--- src/rtl/freq_meter.sv ---
`default_nettype none
// ============================================================================
// Module   : freq_meter
// Brief    : Gated frequency counter; counts sig_in rising edges per gate.
// Revision : 1.0
// ============================================================================
module freq_meter #(
  parameter int GATE_CYCLES = 50_000_000,
  parameter int CNT_W       = 32,
  parameter int GATE_W      = 26
) (
  input  logic             clk,
  input  logic             rst_n,
  input  logic             sig_in,
  input  logic             meas_en,
  output logic [CNT_W-1:0] freq_out,
  output logic             freq_valid,
  output logic             overflow,
  output logic             busy
);

  localparam logic [GATE_W-1:0] C_GATE_LAST = GATE_W'(GATE_CYCLES - 1);

  typedef enum logic [1:0] {
    S_IDLE  = 2'd0,
    S_GATE  = 2'd1,
    S_LATCH = 2'd2
  } state_t;

  state_t             r_state;
  state_t             w_state_nxt;
  logic               r_s1;
  logic               r_s2;
  logic               r_s3;
  logic [GATE_W-1:0]  r_gate_cnt;
  logic [CNT_W-1:0]   r_edge_cnt;
  logic               r_sat;
  logic [CNT_W-1:0]   r_freq;
  logic               r_valid;
  logic               r_ovf;
  logic               r_busy;

  logic               w_rise;
  logic               w_at_max;
  logic               w_last;
  logic [CNT_W-1:0]   w_edge_inc;
  logic               w_sat_inc;

  assign w_rise     = r_s2 & ~r_s3;
  assign w_at_max   = &r_edge_cnt;
  assign w_last     = (r_gate_cnt == C_GATE_LAST);
  assign w_edge_inc = (w_rise && !w_at_max) ? r_edge_cnt + CNT_W'(1) : r_edge_cnt;
  assign w_sat_inc  = r_sat | (w_rise & w_at_max);

  always_ff @(posedge clk or negedge rst_n) begin
    if (!rst_n) begin
      r_state <= S_IDLE;
    end else begin
      r_state <= w_state_nxt;
    end
  end

  always_comb begin
    w_state_nxt = r_state;
    case (r_state)
      S_IDLE:  if (meas_en) w_state_nxt = S_GATE;
      S_GATE: begin
        if (!meas_en)    w_state_nxt = S_IDLE;
        else if (w_last) w_state_nxt = S_LATCH;
      end
      S_LATCH: w_state_nxt = meas_en ? S_GATE : S_IDLE;
      default: w_state_nxt = S_IDLE;
    endcase
  end

  always_ff @(posedge clk or negedge rst_n) begin
    if (!rst_n) begin
      r_s1       <= 1'b0;
      r_s2       <= 1'b0;
      r_s3       <= 1'b0;
      r_gate_cnt <= '0;
      r_edge_cnt <= '0;
      r_sat      <= 1'b0;
      r_freq     <= '0;
      r_valid    <= 1'b0;
      r_ovf      <= 1'b0;
      r_busy     <= 1'b0;
    end else begin
      r_s1    <= sig_in;
      r_s2    <= r_s1;
      r_s3    <= r_s2;
      r_busy  <= (w_state_nxt == S_GATE);
      r_valid <= 1'b0;
      if (r_state == S_GATE && meas_en) begin
        r_gate_cnt <= r_gate_cnt + GATE_W'(1);
        r_edge_cnt <= w_edge_inc;
        r_sat      <= w_sat_inc;
        // Result is loaded on the last gate cycle so it is visible together
        // with the strobe during the LATCH cycle.
        if (w_last) begin
          r_freq  <= w_edge_inc;
          r_ovf   <= w_sat_inc;
          r_valid <= 1'b1;
        end
      end else begin
        r_gate_cnt <= '0;
        r_edge_cnt <= '0;
        r_sat      <= 1'b0;
      end
    end
  end

  assign freq_out   = r_freq;
  assign freq_valid = r_valid;
  assign overflow   = r_ovf;
  assign busy       = r_busy;

endmodule
`default_nettype wire

--- config.mk ---
export PLATFORM = sky130hd
export DESIGN_NAME = freq_meter
export DESIGN_NICKNAME = d
export VERILOG_FILES = /design/src/rtl/freq_meter.sv
export SDC_FILE = /design/constraint.sdc
export NUM_CORES = 1
export LEC_CHECK = 0
export BUFFER_PORTS_ARGS = -buffer_cell sky130_fd_sc_hd__buf_4
export CAP_MARGIN = 20
export CORE_MARGIN = 1.5
export CORE_UTILIZATION = 45
export DETAILED_ROUTE_END_ITERATION = 10
export PLACE_DENSITY = 0.71
export SETUP_SLACK_MARGIN = 0.15
export SLEW_MARGIN = 15
export SYNTH_ARGS = -nofsm -noshare
export SYNTH_HDL_FRONTEND = slang
export SYNTH_SLANG_ARGS = --single-unit
export TNS_END_PERCENT = 10
--- constraint.sdc ---
create_clock -name clk -period 4.2 [get_ports clk]
set_input_delay 0.63 -clock clk [delete_from_list [all_inputs] [get_ports clk]]
set_output_delay 0.63 -clock clk [all_outputs]
set_load 0.005 [all_outputs]
# After elaboration in Yosys (flattened, before gate mapping)
# Index checks and enable logic that the tools add are counted.
[word_totals]
register_bits = 99
latchBits = 0
mem_bits_rw = 0
romBits = 0
inputBits = 4
output_inout_bits = 35
wordCells = 38
n_memories = 0
[classes]
add_sub_neg = 2
multipliers = 0
div = 0
n_lt_le_gt_ge = 0
eq_ne = 4
n_shift = 0
n_mux = 11
bitwise = 4
n_reduce_logical = 6
[op_table]
columns = ["operator", "n"]
rows = [
  ["$mux 32", 2],
  ["$add 32x1->32 const B", 1],
  ["$reduce_and 32->1", 1],
  ["$add 26x1->26 const B", 1],
  ["$eq 26x26->1 const B", 1],
  ["$mux 26", 1],
  ["$mux 2", 3],
  ["$pmux 2 s3", 1],
  ["$eq 2x1->1 const B", 2],
  ["$mux 1", 4],
  ["$and 1x1->1", 2],
  ["$eq 2x2->1 const B", 1],
  ["$logic_and 1x1->1", 2],
  ["$logic_not 2->1", 1],
  ["$reduce_and 2->1", 1],
  ["$logic_not 1->1", 1],
  ["$not 1->1", 1],
  ["$or 1x1->1", 1],
]

# Logic depth before layout (Yosys ltp)
# Gate-level depths: netlist of the first run.
[depth]
depth_word = 5
depth_mapped = 8
ltp_nobuf = 7

# Worst setup path before layout of the first run
# Ideal clock, no wire load.
[synth_timing]
kind = "register to register"
from = "register r_edge_cnt[0]"
to = "register r_freq[31] (netlist: freq_out[31])"
setup_time_ps = 127
arrival_ps = 1720
required_ps = 4073
path_slack_ps = 2353
stages_incl_launch_ff = 9
path_buffers = 1
synth_period_minus_slack_ps = 1847
path_cell_list = "dfrtp_1 -> ha_1 -> and3_1 -> and4_1 -> nand3_1 -> buf_2 -> nand4_1 -> xor2_1 -> o21ai_0"
[synth_via]
elab_chain_len = 4
elab_cells_between_ends = 5
classes_between = "add/sub: 1; mux: 1; reduce/logical: 3"
[synth_lines]
columns = ["element", "line_no", "text"]
rows = [
  ["start, declared", "36", "logic [CNT_W-1:0] r_edge_cnt;"],
  ["start signal, assigned", "96", "r_edge_cnt <= w_edge_inc;"],
  ["branches (longest 3 deep; another with $add 32x1->32)", "-", ""],
  ["$mux 32 (*)", "52", "assign w_edge_inc = (w_rise && !w_at_max) ? r_edge_cnt + CNT_W'(1) : r_edge_cnt;"],
  ["end signal, assigned", "101", "r_freq <= w_edge_inc;"],
  ["end, declared", "38", "logic [CNT_W-1:0] r_freq;"],
]
# Mark *: on every way between the ends.
# A chain may end at the register's enable or synchronous reset.

# Final worst setup path of the first run
[layout_timing]
from = "register r_edge_cnt[0]"
to = "register r_freq[5] (netlist: freq_out[5])"
# Same word-level chain as after synthesis.

==> summary.txt, run 1 <==
STA
  • Count of final max-slew check failures: 0
  • Tightest slew margin relative to the limit: 0.362
  • Final hold viol count: 0
  • Period minus WS final: 2.51 ns
  • Fmax: 399 MHz
  • Final period utilization: 0.597
  • Count of endpoints failing setup in the final report: 0
  • Transition time at the pin with the least slew margin: 0.953 ns
  • Worst hold margin: 0.375 ns
  • Clock skew after layout: 0.00987 ns
  • Unrepaired setup endpoints after global routing: false
  • Setup_tns: 0 ns

Yosys
  • Syn_area_per_cell: 10.1 um2
  • Main area contributors after synthesis: sky130_fd_sc_hd__dfrtp_1 57%, sky130_fd_sc_hd__xor2_1 8.4%, sky130_fd_sc_hd__nor2_1 5.7%
  • Synth Register Bits: 99
  • Top-count cell post-synth: sky130_fd_sc_hd__dfrtp_1
  • Count of flip-flops with a built-in enable after synthesis: 0
  • Commonest cells post-synth: 99 x sky130_fd_sc_hd__dfrtp_1, 66 x sky130_fd_sc_hd__nor2_1, 53 x sky130_fd_sc_hd__nand2_1
  • Mapped Area: 4360 um2
  • Synth warnings: 0
  • Top FF cell, synth: sky130_fd_sc_hd__dfrtp_1
  • Share of synthesized flip-flops with an asynchronous set or reset: 1.00
  • Syn Inst Count: 430
  • Cell accounting for the most synthesized area: sky130_fd_sc_hd__dfrtp_1
  • Area share of the largest cell type after synthesis: 0.568
  • Post-Synthesis Net Count: 436
  • Number of distinct standard cells referenced by the synthesized netlist: 41
  • Portion of the post-synthesis area used by sequential elements: 0.568

Worst setup path
  • CP Launch Type: register
  • Crit path capture type: register
  • Crit Path Category: reg -> reg
  • Crit path arrival time: 2.74 ns
  • Worst-path fanout max: 11
  • Worst path required time: 4.43 ns

Routing
  • Average via count per standard cell: 5.13
  • Detailed-router iteration count before antenna repair: 4
  • Total length of routed wires: 8.14 mm
  • Met2 wire len: 3.83 mm
  • Met1 layer wirelength in the final routing: 3.93 mm
  • Detailed route wirelength on metal3: 236 um
  • Vias: 3,080
  • Post-detailed-route wirelength per cell: 13.6 um
  • Highest signal layer in the routed design: met4
  • Final ANT Viol Nets: 0
  • Remaining routing DRC violations: 0
  • DRC violation total after the first TritonRoute iteration: 140

Flow run
  • Number of maximum-capacitance constraint violations: 0

Final layout
  • Non-filler instance count after layout: 600
  • Nets: 472
  • Finished Cell Area: 4940 um2
  • End-of-flow core utilization: 0.530
  • Area growth from synthesis to final layout: 13.3%
  • FF/Latch Area: 2480 um2
  • Multi-input gate area in the final layout: 1770 um2
  • Count of filler cells inserted in the layout: 847
  • Layout cell share with drive strength beyond 1: 0.134
  • Count of antenna diodes in the layout: 0

Placed design
  • Number of buffers inserted by port buffering: 38
  • Dpl cells: 584
  • Detailed Place HPWL: 5.47 mm
  • DP Area: 4740 um2
  • Routability cong.: 0.833

Clock network
  • CTS tree: done
  • Source-to-sink clock delay at the later pin of the worst-skew pair: 0.36 ns
  • Clock input transition at the sequential cells of the worst setup and hold paths: 0.09 ns
  • Htree depth: 3
  • Number of buffers inserted by hold repair at cts: 0
  • Number of CTS-inserted buffers: 9
  • Number of post-CTS setup repair buffers: 0
  • Maximum root-to-sink buffer count: 2
  • Post-CTS sizing: 0
  • Root buffer cell: sky130_fd_sc_hd__clkbuf_8
  • Sinks on the clock net: 99

Global route
  • Aggregate global routing overflow: 0
  • Antenna violations before repair: 0
  • Largest net degree at the start of global routing: 78
  • All-layer global routing usage: 0.176
  • Via count of the first global-routing pass: 3,067
  • First-pass GRT wire length: 14.2 mm

Die
  • Die boundary height: 101 um
  • Initial core utilization: 0.468
  • Die area: 10,300 um2
  • Chip Width: 101 um
  • Core Region: 9330 um2
  • Number of placement rows: 35
  • Number of ports placed on the die boundary: 39

Status
  • Result of the run: completed

Worst hold path
  • Worst min path class: in -> reg

Pwr
  • Static leakage: 0.00220 uW
  • Max rail drop VDD: 0.171 mV
  • Total power density per cell area: 328 nW/um2
-- flip-flops by register name, summed over array words and instances (netlist names) --
| name | flops |
|---|---|
| r_gate_cnt | 26 |
| r_edge_cnt | 32 |
| r_state | 2 |
| overflow | 1 |
| r_s2 | 1 |
| freq_out | 32 |
| r_sat | 1 |
| busy | 1 |
| freq_valid | 1 |
| r_s3 | 1 |
| r_s1 | 1 |
-- cells in the final DEF (no fill, tap or decap), types with 2 or more instances in the layout --
| cell | Yosys | layout |
|---|---|---|
| sky130_fd_sc_hd__clkbuf_8 | 0 | 11 |
| sky130_fd_sc_hd__and3_1 | 15 | 15 |
| sky130_fd_sc_hd__nand4_1 | 20 | 20 |
| sky130_fd_sc_hd__o21ai_1 | 29 | 29 |
| sky130_fd_sc_hd__and2_1 | 7 | 7 |
| sky130_fd_sc_hd__inv_1 | 4 | 4 |
| sky130_fd_sc_hd__xor2_1 | 42 | 42 |
| sky130_fd_sc_hd__dfrtp_1 | 99 | 99 |
| sky130_fd_sc_hd__nor4_1 | 3 | 3 |
| sky130_fd_sc_hd__ha_1 | 2 | 2 |
| sky130_fd_sc_hd__and4_1 | 7 | 7 |
| sky130_fd_sc_hd__nor3_1 | 5 | 5 |
| sky130_fd_sc_hd__o21ai_0 | 4 | 4 |
| sky130_fd_sc_hd__nand2_1 | 53 | 53 |
| sky130_fd_sc_hd__clkbuf_1 | 6 | 2 |
| sky130_fd_sc_hd__xnor2_1 | 10 | 10 |
| sky130_fd_sc_hd__nand2b_1 | 3 | 2 |
| sky130_fd_sc_hd__nand3_1 | 23 | 23 |
| sky130_fd_sc_hd__a21oi_1 | 3 | 3 |
| sky130_fd_sc_hd__buf_4 | 0 | 41 |
| sky130_fd_sc_hd__nor2_1 | 66 | 66 |
-- kinds of logic (layout without fill, tap and decap cells) --
kind of cell | after synthesis | after routing | share of synthesized area
AOI/OAI and AO/OA | 42 | 42 | 0.0539
xor gates and xnor gates | 52 | 52 | 0.104
adders and majority gates | 2 | 2 | 0.00574
buffers and inverters | 21 | 62 | 0.0267
DFF | 99 | 99 | 0.568
muxes | 1 | 1 | 0.00258
and+or+nand+nor | 213 | 213 | 0.239
-- per-layer routing --
layer | vias to the layer above | GRT usage
li1 | 1533 | -
met5 | - | 0
met1 | 1473 | 0.234
met4 | 0 | 0.0769
met3 | 11 | 0.0311
met2 | 63 | 0.285
-- power by group --
group / switching [uW] / internal, uW / leakage (uW)
registers: 2.59 / 956 / 0.00137
clock network: 313 / 310 / 0.0000998
logic: 32.1 / 6.74 / 0.000725
total: 348 / 1270 / 0.00220
-- critical path, cell delays in order, from the launching register on --
cell and delay [ns]:
sky130_fd_sc_hd__dfrtp_1 0.43, sky130_fd_sc_hd__ha_1 0.24, sky130_fd_sc_hd__and3_1 0.21, sky130_fd_sc_hd__and4_1 0.21, sky130_fd_sc_hd__a31oi_1 0.73, sky130_fd_sc_hd__nand3_1 0.20
sky130_fd_sc_hd__xor2_1 0.26, sky130_fd_sc_hd__o21ai_1 0.11
-- area by class of cell --
class	instances	share of cell area
clock buffers	13	0.0322
clock inverters	3	0.00937
inverters	5	0.00380
multi-input cells	310	0.358
flip-flops and latches	99	0.501
well taps	129	0.0327
repair buffers	41	0.0623
-- path summary, 6_finish.rpt --
kind                                             to  slack [ns]  depth (start not counted)               startpoint
max reg2reg                 freq_out[5]$_DFFE_PN0P_        1.69                          7  r_edge_cnt[0]$_DFF_PN0_
min in group asynchronous  r_edge_cnt[17]$_DFF_PN0_        0.40                          1                    rst_n
min                                  r_s1$_DFF_PN0_        0.37                          1                   sig_in
max in group asynchronous  freq_out[14]$_DFFE_PN0P_        2.90                          2                    rst_n
min reg2reg                          r_s2$_DFF_PN0_        0.38                          0           r_s1$_DFF_PN0_
max                         freq_out[5]$_DFFE_PN0P_        1.69                          7  r_edge_cnt[0]$_DFF_PN0_
-- metrics by stage --
step	worst slack, ns	power, uW
6_report	1.69	1620
5_1_grt	1.47	1680
4_1_cts	1.66	1640
3_5_place_dp	1.72	1020
3_3_place_gp	1.79	1020
2_1_floorplan	2.35	991
(Power assumes the default switching activity.)
==> run 2, diff against run 1 <==
--- a/config.mk
+++ b/config.mk
@@ -5,12 +5,13 @@
 export SDC_FILE = /design/constraint.sdc
 export NUM_CORES = 1
 export LEC_CHECK = 0
+export ABC_AREA = 1
 export BUFFER_PORTS_ARGS = -buffer_cell sky130_fd_sc_hd__buf_4
 export CAP_MARGIN = 20
 export CORE_MARGIN = 1.5
 export CORE_UTILIZATION = 45
 export DETAILED_ROUTE_END_ITERATION = 10
-export PLACE_DENSITY = 0.71
+export PLACE_DENSITY = 0.7
 export SETUP_SLACK_MARGIN = 0.15
 export SLEW_MARGIN = 15
 export SYNTH_ARGS = -nofsm -noshare
==> constraint.sdc (replaced) <==
create_clock -name clk -period 2.45 [get_ports clk]
set_input_delay 0.3675 -clock clk [delete_from_list [all_inputs] [get_ports clk]]
set_output_delay 0.3675 -clock clk [all_outputs]
set_load 0.005 [all_outputs]
==> run 2 against run 1 <==
Against the previous run:
- clock power increased by 120%
- first-iteration DRC count increased by 83%
- count of clock-buffer cells in the layout decreased by 2
- utilization increased by 0.21 points
==> summary.txt, run 2 <==
Status
  • Result of the run: completed (unchanged)

Worst setup path
  • Worst path required time: 2.74 ns (was 4.43 ns)
  • Worst r2r dst: freq_out[12]$_DFFE_PN0P_ (was freq_out[5]$_DFFE_PN0P_)
  • Crit path depth: 10 (was 7)
  • Reg-to-reg slack, setup: 0.39 ns (was 1.69 ns)
  • Crit Path Category: reg -> reg (unchanged)
  • Worst-path fanout max: 18 (was 11)
  • Dominant delay contributor by cell family on the critical path: simple AND/OR/NAND/NOR gates (was compound AO/OA/AOI/OAI gates)
  • Crit path arrival time: 2.34 ns (was 2.74 ns)
  • CP Launch Type: register (unchanged)
  • Startpoint of the worst register-to-register path: r_gate_cnt[0]$_DFF_PN0_ (was r_edge_cnt[0]$_DFF_PN0_)
  • Cell with the biggest individual delay on the critical path: sky130_fd_sc_hd__dfrtp_1 (was sky130_fd_sc_hd__a31oi_1)
  • Peak per-stage delay on the critical path: 0.43 ns (was 0.73 ns)
  • Worst Reg-to-Reg Cells: 10 (was 7)
  • Crit path capture type: register (unchanged)
  • Cells traversed along the worst timing path: ha_1 > nand3_2 > nor2_2 > nand2_1 > nor2_2 > nand3_2 > inv_2 > buf_4 > nand3_1 > nand2_1 (was ha_1 > and3_1 > and4_1 > a31oi_1 > nand3_1 > xor2_1 > o21ai_1)
  • Worst path bufs/invs: 2 (was 0)

Pwr
  • Fraction of power consumed by sequential logic: 0.517 (was 0.592)
  • Switching Power: 784 uW (was 348 uW)
  • Clock network power share: 0.428 (was 0.384)
  • Part of the total power dissipated in combinational logic: 0.055 (was 0.024)
  • Total power density per cell area: 523 nW/um2 (was 328 nW/um2)
  • Static leakage: 0.00296 uW (was 0.00220 uW)
  • Internal Dissipation: 2450 uW (was 1270 uW)
  • Switching power as a share of total power: 0.243 (was 0.215)
  • Max rail drop VDD: 0.327 mV (was 0.171 mV)

Routing
  • DRC violation total after the first TritonRoute iteration: 256 (was 140)
  • Detailed-router iteration count before antenna repair: 5 (was 4)
  • Vias: 4,775 (was 3,080)
  • Post-detailed-route wirelength per cell: 14.0 um (was 13.6 um)
  • Total length of routed wires: 13.3 mm (was 8.14 mm)
  • Average via count per standard cell: 5.03 (was 5.13)
  • Final ANT Viol Nets: 0 (unchanged)
  • Remaining routing DRC violations: 0 (unchanged)

Global route
  • Aggregate global routing overflow: 0 (unchanged)
  • All-layer global routing usage: 0.225 (was 0.176)
  • Via count of the first global-routing pass: 4,639 (was 3,067)
  • First-pass GRT wire length: 22.5 mm (was 14.2 mm)
  • Largest net degree at the start of global routing: 51 (was 78)
  • Antenna violations before repair: 0 (unchanged)

Clock network
  • Maximum root-to-sink buffer count: 2 (unchanged)
  • Clock input transition at the sequential cells of the worst setup and hold paths: 0.07 ns (was 0.09 ns)
  • Htree depth: 3 (unchanged)
  • Sinks on the clock net: 99 (unchanged)
  • CTS tree: done (unchanged)
  • Source-to-sink clock delay at the later pin of the worst-skew pair: 0.35 ns (was 0.36 ns)
  • Root buffer cell: sky130_fd_sc_hd__clkbuf_16 (was sky130_fd_sc_hd__clkbuf_8)
  • Number of CTS-inserted buffers: 9 (unchanged)

Die
  • Die area: 12,700 um2 (was 10,300 um2)
  • Number of placement rows: 39 (was 35)
  • Number of ports placed on the die boundary: 39 (unchanged)
  • Initial core utilization: 0.467 (was 0.468)
  • Die boundary height: 113 um (was 101 um)
  • Core Region: 11,600 um2 (was 9330 um2)
  • Chip Width: 113 um (was 101 um)

Final layout
  • Layout cell share with drive strength beyond 1: 0.125 (was 0.134)
  • FF/Latch Area: 2480 um2 (unchanged)
  • Leading cell types in the layout, fill and taps excluded: 271 x sky130_fd_sc_hd__nand2_1, 125 x sky130_fd_sc_hd__nor2_1, 99 x sky130_fd_sc_hd__dfrtp_1 (was 99 x sky130_fd_sc_hd__dfrtp_1, 66 x sky130_fd_sc_hd__nor2_1, 53 x sky130_fd_sc_hd__nand2_1)
  • Count of antenna diodes in the layout: 0 (unchanged)
  • Count of filler cells inserted in the layout: 1,138 (was 847)
  • Leading cell type in the layout, fill and taps excluded: sky130_fd_sc_hd__nand2_1 (was sky130_fd_sc_hd__dfrtp_1)
  • End-of-flow core utilization: 0.532 (was 0.530)
  • Nets: 808 (was 472)
  • Area growth from synthesis to final layout: 13.8% (was 13.3%)
  • Multi-input gate area in the final layout: 2560 um2 (was 1770 um2)

STA
  • Period minus WS final: 2.06 ns (was 2.51 ns)
  • Final period utilization: 0.839 (was 0.597)
  • Clock skew after layout: 0.0114 ns (was 0.00987 ns)
  • Count of endpoints failing setup in the final report: 0 (unchanged)
  • Setup_tns: 0 ns (unchanged)
  • Worst hold margin: 0.123 ns (was 0.375 ns)
  • Fmax: 486 MHz (was 399 MHz)
  • Tightest slew margin relative to the limit: 0.602 (was 0.362)
  • Final hold viol count: 0 (unchanged)
  • Transition time at the pin with the least slew margin: 0.597 ns (was 0.953 ns)
  • Unrepaired setup endpoints after global routing: false (unchanged)
  • Count of final max-slew check failures: 0 (unchanged)

Worst hold path
  • Worst min path class: in -> reg (unchanged)
  • Startpoint of the most critical hold path: sig_in (unchanged)
  • Cell count of the worst hold path: 1 (unchanged)
  • Hold worst-path end: r_s1$_DFF_PN0_ (unchanged)

Yosys
  • Main area contributors after synthesis: sky130_fd_sc_hd__dfrtp_1 46%, sky130_fd_sc_hd__nand2_1 19%, sky130_fd_sc_hd__nor2_1 8.6% (was sky130_fd_sc_hd__dfrtp_1 57%, sky130_fd_sc_hd__xor2_1 8.4%, sky130_fd_sc_hd__nor2_1 5.7%)
  • Post-Synthesis Net Count: 767 (was 436)
  • Portion of the post-synthesis area used by sequential elements: 0.456 (was 0.568)
  • Synth Register Bits: 99 (unchanged)
  • Commonest cells post-synth: 271 x sky130_fd_sc_hd__nand2_1, 125 x sky130_fd_sc_hd__nor2_1, 99 x sky130_fd_sc_hd__dfrtp_1 (was 99 x sky130_fd_sc_hd__dfrtp_1, 66 x sky130_fd_sc_hd__nor2_1, 53 x sky130_fd_sc_hd__nand2_1)
  • Mapped Area: 5430 um2 (was 4360 um2)
  • Share of synthesized flip-flops with an asynchronous set or reset: 1.00 (unchanged)
  • Syn_area_per_cell: 7.13 um2 (was 10.1 um2)
  • Cell accounting for the most synthesized area: sky130_fd_sc_hd__dfrtp_1 (unchanged)
  • Top FF cell, synth: sky130_fd_sc_hd__dfrtp_1 (unchanged)
  • Area share of the largest cell type after synthesis: 0.456 (was 0.568)
  • Synth warnings: 0 (unchanged)
  • Top-count cell post-synth: sky130_fd_sc_hd__nand2_1 (was sky130_fd_sc_hd__dfrtp_1)
  • Syn Inst Count: 761 (was 430)
  • Number of distinct standard cells referenced by the synthesized netlist: 29 (was 41)
  • Count of flip-flops with a built-in enable after synthesis: 0 (unchanged)

Placed design
  • Number of buffers inserted by port buffering: 38 (unchanged)
  • Routability cong.: 0.934 (was 0.833)
  • Detailed Place HPWL: 9.80 mm (was 5.47 mm)

Flow run
  • Number of maximum-capacitance constraint violations: 0 (unchanged)
## run 2: changes by cell type in the layout (fill, tap and decap cells not counted), moves of 25 or more
cell / delta
sky130_fd_sc_hd__inv_1: +69
sky130_fd_sc_hd__o21ai_1: -29
sky130_fd_sc_hd__nand3_1: +34
sky130_fd_sc_hd__nor2_1: +59
sky130_fd_sc_hd__nand2_1: +218
sky130_fd_sc_hd__xor2_1: -25
## run 2: cell families after synthesis
logic type | share of synthesized area
simple gates | 0.396
flops | 0.456
buf+inv | 0.0733
compound gates | 0.0307
xor+xnor | 0.0387
fa+ha+maj | 0.00461
## run 2: metrics by stage
step / worst slack, ns / power (uW) / cell area [um2] / cells
6_report: 0.393 / 3230 / 6180 / 950
3_3_place_gp: 0.432 / 1880 / 5870 / 933
3_5_place_dp: 0.370 / 1880 / 5870 / 933
5_1_grt: 0.216 / 3370 / 6180 / 950
2_1_floorplan: 0.764 / 1810 / 5430 / 761
4_1_cts: 0.359 / 3280 / 6170 / 950
## run 2: worst max-delay path by stage
| stage | start | to | slack (ns) |
|---|---|---|---|
| 2_1_floorplan | r_gate_cnt[0]$_DFF_PN0_ | freq_out[22]$_DFFE_PN0P_ | 0.76 |
| 3_3_place_gp | r_edge_cnt[0]$_DFF_PN0_ | freq_out[24]$_DFFE_PN0P_ | 0.43 |
| 3_5_place_dp | r_edge_cnt[0]$_DFF_PN0_ | freq_out[12]$_DFFE_PN0P_ | 0.37 |
| 4_1_cts | r_edge_cnt[0]$_DFF_PN0_ | freq_out[12]$_DFFE_PN0P_ | 0.36 |
| 5_1_grt | r_edge_cnt[0]$_DFF_PN0_ | freq_out[3]$_DFFE_PN0P_ | 0.22 |
| 6_report | r_gate_cnt[0]$_DFF_PN0_ | freq_out[12]$_DFFE_PN0P_ | 0.39 |
## run 2: cell type report
type                            count  area share
Sequential cell                    99       0.401
Tap cell                          143      0.0290
Timing Repair Buffer               48      0.0614
Multi-Input combinational cell    567       0.414
Inverter                           77      0.0472
Clock inverter                      5     0.00608
Clock buffer                       11      0.0409
## run 2: layer usage
layer | global-route usage | part of all wire | up-vias
met5 | 0 | 0 | -
met4 | 0.0599 | 0.015 | 0
met3 | 0.0471 | 0.053 | 16
met2 | 0.341 | 0.44 | 120
met1 | 0.330 | 0.49 | 2219
li1 | - | - | 2420
## run 2: timing repair
action / in CTS / in global routing
hold buffers: 1 / 0
buffers inserted: 0 / 0
gates resized for setup: 0 / 1
setup endpoints to repair: 0 / 1
endpoints found under the hold margin: 1 / 0
## run 2: power by group through the flow
| stage | Combinational, uW | Clock [uW] | Sequential, uW |
|---|---|---|---|
| after global placement | 175 | 0 | 1700 |
| after detailed placement | 179 | 0 | 1700 |
| after floorplan | 112 | 0 | 1700 |
| after global routing | 207 | 1490 | 1670 |
| final | 178 | 1380 | 1670 |
| after CTS | 181 | 1430 | 1670 |
